**src/rtl/asrv32_mem_loader.sv**
```systemverilog
// asrv32_mem_loader
// Receives a framed program image over a byte stream and writes it into
// memory one 32-bit word at a time, holding the core in reset until a frame
// with a correct checksum has been loaded.
//
// Frame (little-endian):
//   0xA5 | addr[4] | word_count[2] | data[4*N] | checksum
// The checksum is the XOR of every address, count and data byte.
// Inside a frame, 0xA5 is ordinary payload and never causes a resync.

module asrv32_mem_loader #(
    parameter int unsigned MEMORY_DEPTH = 2000,
    parameter logic [31:0] PC_RESET     = 32'h0000_0000
) (
    input  logic        clk,
    input  logic        rst,
    input  logic        i_rx_valid,
    input  logic [7:0]  i_rx_data,
    output logic        o_rx_ready,
    output logic        o_wr_en,
    output logic [31:0] o_data_addr,
    output logic [31:0] o_data_out,
    output logic [3:0]  o_wr_mask,
    output logic        o_cpu_rst_n,
    output logic        o_busy,
    output logic        o_done,
    output logic        o_error,
    output logic [31:0] o_entry_addr
);

    localparam logic [7:0]  MAGIC = 8'hA5;
    localparam logic [33:0] DEPTH = 34'(MEMORY_DEPTH);

    typedef enum logic [2:0] {
        S_IDLE,
        S_ADDR,
        S_COUNT,
        S_DATA,
        S_WRITE,
        S_CSUM,
        S_DONE,
        S_ERR
    } state_t;

    state_t      state;
    logic [1:0]  byte_cnt;    // byte index within the current field
    logic        range_chk;   // COUNT: both count bytes in, window check pending
    logic [31:0] frame_addr;  // start address as received
    logic [31:0] cur_addr;    // address of the next word to write
    logic [15:0] words_left;  // word count, decremented per write
    logic [31:0] word_buf;    // data word being assembled
    logic [7:0]  csum;        // running XOR of addr, count and data bytes

    logic        xfer;
    logic [31:0] word_next;
    logic [33:0] frame_end;
    logic        range_bad;

    assign xfer = i_rx_valid && o_rx_ready;

    // Next assembled word, frame end address and legality of the load window.
    always_comb begin
        // NOTE: every always_comb output gets a default first so no latch can be inferred.
        word_next = {i_rx_data, word_buf[31:8]};
        frame_end = {2'b00, frame_addr} + {16'b0, words_left, 2'b00};
        range_bad = 1'b0;
        if (frame_addr[1:0] != 2'b00 || frame_end > DEPTH) begin
            range_bad = 1'b1;
        end
    end

    // Frame-parsing state machine; every output is registered here.
    always_ff @(posedge clk) begin
        if (rst) begin
            // NOTE: sequential state uses non-blocking assignments only, so all
            // registers update together from values sampled at the same edge.
            state        <= S_IDLE;
            byte_cnt     <= 2'd0;
            range_chk    <= 1'b0;
            frame_addr   <= 32'd0;
            cur_addr     <= 32'd0;
            words_left   <= 16'd0;
            word_buf     <= 32'd0;
            csum         <= 8'd0;
            o_rx_ready   <= 1'b0;
            o_wr_en      <= 1'b0;
            o_wr_mask    <= 4'b0000;
            o_data_addr  <= 32'd0;
            o_data_out   <= 32'd0;
            o_busy       <= 1'b0;
            o_done       <= 1'b0;
            o_error      <= 1'b0;
            o_entry_addr <= PC_RESET;
            o_cpu_rst_n  <= 1'b0;
        end else begin
            // The write strobe is a single-cycle pulse; the loader is ready
            // unless it is entering a cycle where it cannot take a byte.
            o_wr_en    <= 1'b0;
            o_wr_mask  <= 4'b0000;
            o_rx_ready <= 1'b1;

            case (state)
                S_IDLE, S_DONE, S_ERR: begin
                    // Only the magic byte starts a frame; anything else is dropped.
                    if (xfer && i_rx_data == MAGIC) begin
                        state       <= S_ADDR;
                        byte_cnt    <= 2'd0;
                        range_chk   <= 1'b0;
                        csum        <= 8'd0;
                        o_done      <= 1'b0;
                        o_error     <= 1'b0;
                        o_cpu_rst_n <= 1'b0;
                        o_busy      <= 1'b1;
                    end
                end

                S_ADDR: begin
                    if (xfer) begin
                        frame_addr <= {i_rx_data, frame_addr[31:8]};
                        csum       <= csum ^ i_rx_data;
                        byte_cnt   <= byte_cnt + 2'd1;
                        if (byte_cnt == 2'd3) begin
                            state    <= S_COUNT;
                            byte_cnt <= 2'd0;
                        end
                    end
                end

                S_COUNT: begin
                    if (range_chk) begin
                        // Window check runs one cycle after the last count byte,
                        // while the stream is held off.
                        range_chk <= 1'b0;
                        cur_addr  <= frame_addr;
                        if (range_bad) begin
                            state   <= S_ERR;
                            o_error <= 1'b1;
                            o_busy  <= 1'b0;
                        end else if (words_left == 16'd0) begin
                            state <= S_CSUM;
                        end else begin
                            state <= S_DATA;
                        end
                    end else if (xfer) begin
                        words_left <= {i_rx_data, words_left[15:8]};
                        csum       <= csum ^ i_rx_data;
                        if (byte_cnt == 2'd1) begin
                            byte_cnt   <= 2'd0;
                            range_chk  <= 1'b1;
                            o_rx_ready <= 1'b0;
                        end else begin
                            byte_cnt <= byte_cnt + 2'd1;
                        end
                    end
                end

                S_DATA: begin
                    if (xfer) begin
                        word_buf <= word_next;
                        csum     <= csum ^ i_rx_data;
                        byte_cnt <= byte_cnt + 2'd1;
                        if (byte_cnt == 2'd3) begin
                            // Present the write in the cycle after the 4th byte.
                            state       <= S_WRITE;
                            byte_cnt    <= 2'd0;
                            o_wr_en     <= 1'b1;
                            o_wr_mask   <= 4'b1111;
                            o_data_addr <= cur_addr;
                            o_data_out  <= word_next;
                            o_rx_ready  <= 1'b0;
                        end
                    end
                end

                S_WRITE: begin
                    // Strobe is on this cycle; advance to the next word.
                    cur_addr   <= cur_addr + 32'd4;
                    words_left <= words_left - 16'd1;
                    if (words_left == 16'd1) begin
                        state <= S_CSUM;
                    end else begin
                        state <= S_DATA;
                    end
                end

                S_CSUM: begin
                    // Release the core only on a matching checksum; writes
                    // already issued stay in memory either way.
                    if (xfer) begin
                        o_busy <= 1'b0;
                        if (i_rx_data == csum) begin
                            state        <= S_DONE;
                            o_done       <= 1'b1;
                            o_entry_addr <= frame_addr;
                            o_cpu_rst_n  <= 1'b1;
                        end else begin
                            state   <= S_ERR;
                            o_error <= 1'b1;
                        end
                    end
                end

                default: begin
                    state  <= S_IDLE;
                    o_busy <= 1'b0;
                end
            endcase
        end
    end

endmodule

```
**config.mk**
```make
export PLATFORM = sky130hd
export DESIGN_NAME = asrv32_mem_loader
export DESIGN_NICKNAME = d
export VERILOG_FILES = /design/src/rtl/asrv32_mem_loader.sv
export SDC_FILE = /design/constraint.sdc
export NUM_CORES = 1
export LEC_CHECK = 0
export ABC_AREA = 1
export ABC_CLOCK_PERIOD_IN_PS = 5500
export BUFFER_PORTS_ARGS = -buffer_cell sky130_fd_sc_hd__clkbuf_2
export CAP_MARGIN = 20
export CELL_PAD_IN_SITES_DETAIL_PLACEMENT = 1
export CELL_PAD_IN_SITES_GLOBAL_PLACEMENT = 1
export CORE_AREA = 2 2 156 158
export CTS_BUF_LIST = sky130_fd_sc_hd__clkbuf_8
export DETAILED_ROUTE_END_ITERATION = 10
export DIE_AREA = 0 0 158 160
export GPL_ROUTABILITY_DRIVEN = 1
export PLACE_DENSITY = 0.94
export RECOVER_POWER = 100
export SYNTH_ARGS = -nofsm -noshare
export SYNTH_HDL_FRONTEND = slang
export SYNTH_SLANG_ARGS = --single-unit
```
**constraint.sdc**
```tcl
create_clock -name clk -period 5.5 [get_ports clk]
set_input_delay 0.55 -clock clk [delete_from_list [all_inputs] [get_ports clk]]
set_output_delay 0.55 -clock clk [all_outputs]
set_load 0.1 [all_outputs]
```
# After elaboration in Yosys (flattened, before gate mapping)
# Index checks and enable logic that the tools add are counted.
[op_classes]
eq_ne = 25
bitwise_logic = 3
reduce_logical = 27
n_addsub = 4
n_lt_le_gt_ge = 1
mux = 55
[ops]
columns = ["op", "n"]
rows = [
  ["$pmux 32 s2", 1],
  ["$add 32x18->33", 1],
  ["$gt 33x11->1 const B", 1],
  ["$add 32x3->32 const B", 1],
  ["$mux 16", 2],
  ["$mux 32", 1],
  ["$pmux 16 s2", 1],
  ["$mux 3", 10],
  ["$mux 8", 3],
  ["$ne 2x2->1 const B", 12],
  ["$pmux 8 s3", 1],
  ["$mux 1", 22],
  ["$pmux 3 s6", 1],
  ["$eq 16x1->1 const B", 1],
  ["$logic_not 16->1", 1],
  ["$sub 16x1->16 const B", 1],
  ["$eq 3x3->1 const B", 4],
  ["$mux 2", 6],
  ["$reduce_and 3->1", 4],
  ["$reduce_and 5->1", 2],
  ["$eq 8x8->1", 1],
  ["$eq 8x8->1 const B", 1],
  ["$reduce_and 2->1", 4],
  ["$reduce_bool 2->1", 4],
  ["21 further kinds", 29],
]
[totals]
register_bits = 231
elab_cells = 132
inputBits = 11

# Logic depth before layout (Yosys ltp)
[depth]
ltp_word = 7
depth_mapped = 20
depth_no_buf = 20

# Worst setup path after synthesis
# No wires, ideal clock.
[synth_path]
path_type = "register -> register"
from = "register frame_addr[2]"
to = "register o_busy"
path_stages_with_launch = 18
t_arrival_ns = 2.279
synth_period_minus_slack_ns = 2.347
slack_ns = 3.153
setup_ns = 0.067
path_cell_list = "dfxtp_1 ha_1 fa_1 nand3_1 nand3_2 nand2_1 nand2_1 nand3_1 nand3_2 nand2_1 nand2_1 nor2_1 nand2_1 nor3_2 nand3_2 nand3_2 nand2_2 a21oi_2"
[synth_via]
elab_chain_len = 6
[synth_rtl]
columns = ["element", "line", "text"]
rows = [
  ["start: declaration", "48", "logic [31:0] frame_addr;"],
  ["start signal: assignment", "119", "frame_addr <= {i_rx_data, frame_addr[31:8]};"],
  ["$add 32x18->33", "65", "frame_end = {2'b00, frame_addr} + {16'b0, words_left, 2'b00};"],
  ["$gt 33x11->1", "67", "if (frame_addr[1:0] != 2'b00 || frame_end > DEPTH) begin"],
  ["$logic_or 1x1->1", "67", ""],
  ["$mux 1", "67", ""],
  ["$ne 2x2->1 (no line)", "-", ""],
  ["$reduce_and 5->1 (no line)", "-", ""],
  ["end signal: assignment", "90", "o_busy <= 1'b0;"],
  ["end signal: assignment", "113", "o_busy <= 1'b1;"],
  ["end signal: assignment", "138", "o_busy <= 1'b0;"],
  ["end: declaration", "25", "output logic o_busy,"],
]
# No other way between the ends.
# A chain may end at the register's enable or synchronous reset.

# Worst setup path after layout
[layout_path]
from = "register state[2]"
to = "register o_entry_addr[1]"
[layout_via]
elab_chain_len = 2
[layout_rtl]
columns = ["element", "line", "text"]
rows = [
  ["start: declaration", "45", "state_t state;"],
  ["start signal: assignment", "77", "state <= S_IDLE;"],
  ["start signal: assignment", "106", "state <= S_ADDR;"],
  ["start signal: assignment", "123", "state <= S_COUNT;"],
  ["$eq 3x3->1", "102", "case (state)"],
  ["$reduce_and 3->1 (no line)", "-", ""],
  ["end signal: assignment", "194", "o_entry_addr <= frame_addr;"],
  ["end: declaration", "28", "output logic [31:0] o_entry_addr"],
]
# No other way between the ends.

==> impl_metrics.sql <==
INSERT INTO impl_metrics (metric_group, metric, value, unit) VALUES
('outcome', 'run_status', 'finished with violations', ''),
('outcome', 'failed_checks', 'capacitance limit, slew limit', ''),
('cts', 'clk_transition_reported_paths', '70', 'ps'),
('global_routing', 'antenna_found_initial', '0', ''),
('sta', 'worst_slew_margin_rel', '-52.5', '%'),
('logic_synthesis', 'synth_cells', '1570', ''),
('logic_synthesis', 'synth_top_cells_by_count', 'sky130_fd_sc_hd__nand2_1, sky130_fd_sc_hd__dfxtp_1, sky130_fd_sc_hd__nor2_1', ''),
('logic_synthesis', 'synth_top_area_cell', 'sky130_fd_sc_hd__dfxtp_1', ''),
('layout', 'final_layout_size_suffix_gt1_share', '7.22', '%'),
('cts', 'hold_buffers', '0', ''),
('place', 'io_buffers', '116', ''),
('cts', 'ctsLongestPathBuffers', '3', ''),
('sta', 'finClkSkew', '44.6', 'ps'),
('sta', 'min_period', '4150', 'ps'),
('sta', 'finalMaxSlewViolations', '105', ''),
('global_routing', 'grt_max_degree', '78', ''),
('run', 'max_cap_check_violation_count', '3', ''),
('sta', 'grt_setup_unrepaired', 'false', ''),
('die', 'total_number_of_placement_rows', '57', ''),
('logic_synthesis', 'synth_warnings', '0', ''),
('die', 'die-area', '25300', 'um2'),
('sta', 'post-route-period-util', '75.4', '%'),
('drt', 'detail_route.drc_violations', '0', ''),
('cts', 'tritoncts_clock_tree', 'built', ''),
('place', 'post_place_setup_slack', '2400', 'ps'),
('cts', 'cts_resized', '0', ''),
('drt', 'drt-pass1-iter-count', '6', ''),
('setup_path', 'worst_setup_path_start_kind', 'flip-flop', ''),
('die', 'die_h', '160', 'um'),
('layout', 'num-nets-final', '1697', ''),
('place', 'placed_cells_incl_taps', '1944', ''),
('cts', 'cts_buffers', '39', ''),
('logic_synthesis', 'synth.lib_cells_used.distinct', '51', ''),
('sta', 'worst_hold_slack', '409', 'ps'),
('drt', 'vias_cell', '5.92', ''),
('sta', 'worst-slew-pin-transition', '2290', 'ps'),
('drt', 'via_count', '11900', ''),
('layout', 'areaGrowthSynthToFinish', '11.9', '%'),
('global_routing', 'grt_overflow', '0', ''),
('cts', 'numClockSinks', '219', ''),
('logic_synthesis', 'ys_async_sr_fraction', '0', '%'),
('pwr', 'pwr_density_cell', '271', 'nW/um2'),
('cts', 'cts_max_level', '2', ''),
('sta', 'setup-tns-final', '0', 'ps'),
('layout', 'n_antenna_cell', '0', ''),
('logic_synthesis', 'number_of_synthesized_flops_with_an_enable_pin', '0', ''),
('logic_synthesis', 'synth.ff_latch_count', '219', ''),
('hold_path', 'timing.hold.worst.class', 'input pin to flip-flop', ''),
('global_routing', 'groute.usage.overall', '33.4', '%'),
('setup_path', 'worst_path_largest_cell_delay', '1610', 'ps'),
('logic_synthesis', 'syn_avg_cell_area', '6.97', 'um2'),
('place', 'globalplace.congestion', '0.915', ''),
('sta', 'fin_ws', '1350', 'ps'),
('setup_path', 'critical_path_required', '5950', 'ps'),
('setup_path', 'path_cells', 'clkinv_1 -> nor2_1 -> inv_1 -> nor2_1 -> nand2_1 -> nor2_1 -> clkbuf_1 -> o21ai_0 -> nor2_1', ''),
('setup_path', 'critical_path_peak_fanout', '44', ''),
('die', 'die_width', '158', 'um'),
('drt', 'detail_route.wirelength', '43300', 'um'),
('drt', 'wl_per_cell', '21.5', 'um'),
('logic_synthesis', 'ys_dominant_reg_cell', 'sky130_fd_sc_hd__dfxtp_1', ''),
('die', 'initial_utilization', '46.0', '%'),
('logic_synthesis', 'yosys.cell_count.top_type', 'sky130_fd_sc_hd__nand2_1', ''),
('cts', 'post_cts.repair.setup_buffers', '0', ''),
('drt', 'initialDrtViolationCount', '1091', ''),
('die', 'io-pin-count', '117', ''),
('setup_path', 'crit_path_top_delay_cell', 'sky130_fd_sc_hd__clkbuf_1', ''),
('die', 'core', '23800', 'um2'),
('layout', 'final_cells', '2013', ''),
('setup_path', 'timing.setup.critical_path_class', 'flip-flop to flip-flop', ''),
('layout', 'fill_cells', '3206', ''),
('global_routing', 'global_route_wire_length_before_repair', '66700', 'um');
[path summary, 6_finish.rpt]
kind | slack (ps) | from | cells after the start | to
worst max register to register | 1350 | state[2]$_SDFFE_PP0P_ | 9 | o_entry_addr[1]$_SDFFE_PP0P_
worst max-delay path | 1350 | state[2]$_SDFFE_PP0P_ | 9 | o_entry_addr[1]$_SDFFE_PP0P_
worst min-delay path | 410 | i_rx_data[5] | 3 | words_left[13]$_SDFFE_PP0P_
worst min register to register | 470 | o_data_out[17]$_SDFFE_PP0P_ | 2 | o_data_out[17]$_SDFFE_PP0P_
[worst max-delay path, delay by kind of cell (launching register included)]
| kind | cells | cell delay [ps] |
|---|---|---|
| DFF | 1 | 430 |
| and+or+nand+nor | 5 | 1390 |
| AOI/OAI and AO/OA | 1 | 320 |
| buffers and inverters | 3 | 1890 |
[cells in the final DEF (no fill, tap or decap), types with 25 or more instances in the layout]
cell	n
sky130_fd_sc_hd__nand2_1	310
sky130_fd_sc_hd__nor2_1	220
sky130_fd_sc_hd__dfxtp_1	219
sky130_fd_sc_hd__o21ai_0	173
sky130_fd_sc_hd__inv_1	170
sky130_fd_sc_hd__a21oi_1	115
sky130_fd_sc_hd__clkbuf_1	110
sky130_fd_sc_hd__nand3_1	80
sky130_fd_sc_hd__clkbuf_8	42
sky130_fd_sc_hd__a211oi_1	30
sky130_fd_sc_hd__xor2_1	25
[where the power goes]
part	leakage (nW)	internal [mW]	total [mW]	switching [mW]
clock network	0.434	0.804	1.56	0.754
registers	1.76	1.60	1.61	0.0159
logic	3.04	0.0336	0.145	0.111
[per-layer routing]
| metal | global-route usage (%) | part of all wire, % | vias up |
|---|---|---|---|
| met5 | 0 | 0 | - |
| met3 | 6.87 | 7.8 | 226 |
| met2 | 54.3 | 46 | 636 |
| met4 | 21.8 | 7.0 | 0 |
| met1 | 39.9 | 39 | 5720 |
| li1 | - | - | 5326 |
[through the flow]
step | area [um2] | utilization (%) | power, mW
finish | 12200 | 51.4 | 3.32
global route | 12200 | 51.4 | 3.38
CTS | 12400 | 52.2 | 3.31
detailed placement | 11700 | 49.1 | 1.79
global placement | 11700 | 49.1 | 1.78
floorplan | 11000 | - | 1.74
[state kept, by name (all words and copies together), names as in the netlist]
signal / count
cur_addr: 32
o_wr_mask: 1
byte_cnt: 2
words_left: 16
o_done: 1
o_entry_addr: 32
o_data_addr: 32
o_data_out: 32
state: 3
o_rx_ready: 1
o_error: 1
word_buf: 24
o_busy: 1
frame_addr: 32
csum: 8
range_chk: 1
[final cells by class]
cell class | instances | area, um2 | area share, %
clock inverter | 25 | 170 | 1.39
multi-input combinational | 1107 | 5570 | 45.5
tap | 324 | 405 | 3.31
timing repair buffer | 125 | 500 | 4.09
clock buffer | 42 | 578 | 4.72
inverter | 171 | 643 | 5.25
sequential | 219 | 4380 | 35.8
[cell families (layout without fill, tap and decap cells)]
group           count (synthesis)  after routing  synth area share, %
fa+ha+maj                      23             23                 2.70
buf+inv                       244            363                 8.66
compound gates                361            361                 18.4
flops                         219            219                 40.0
xor+xnor                       33             33                 2.64
simple gates                  690            690                 27.6
Power figures use the tool's default switching activity.
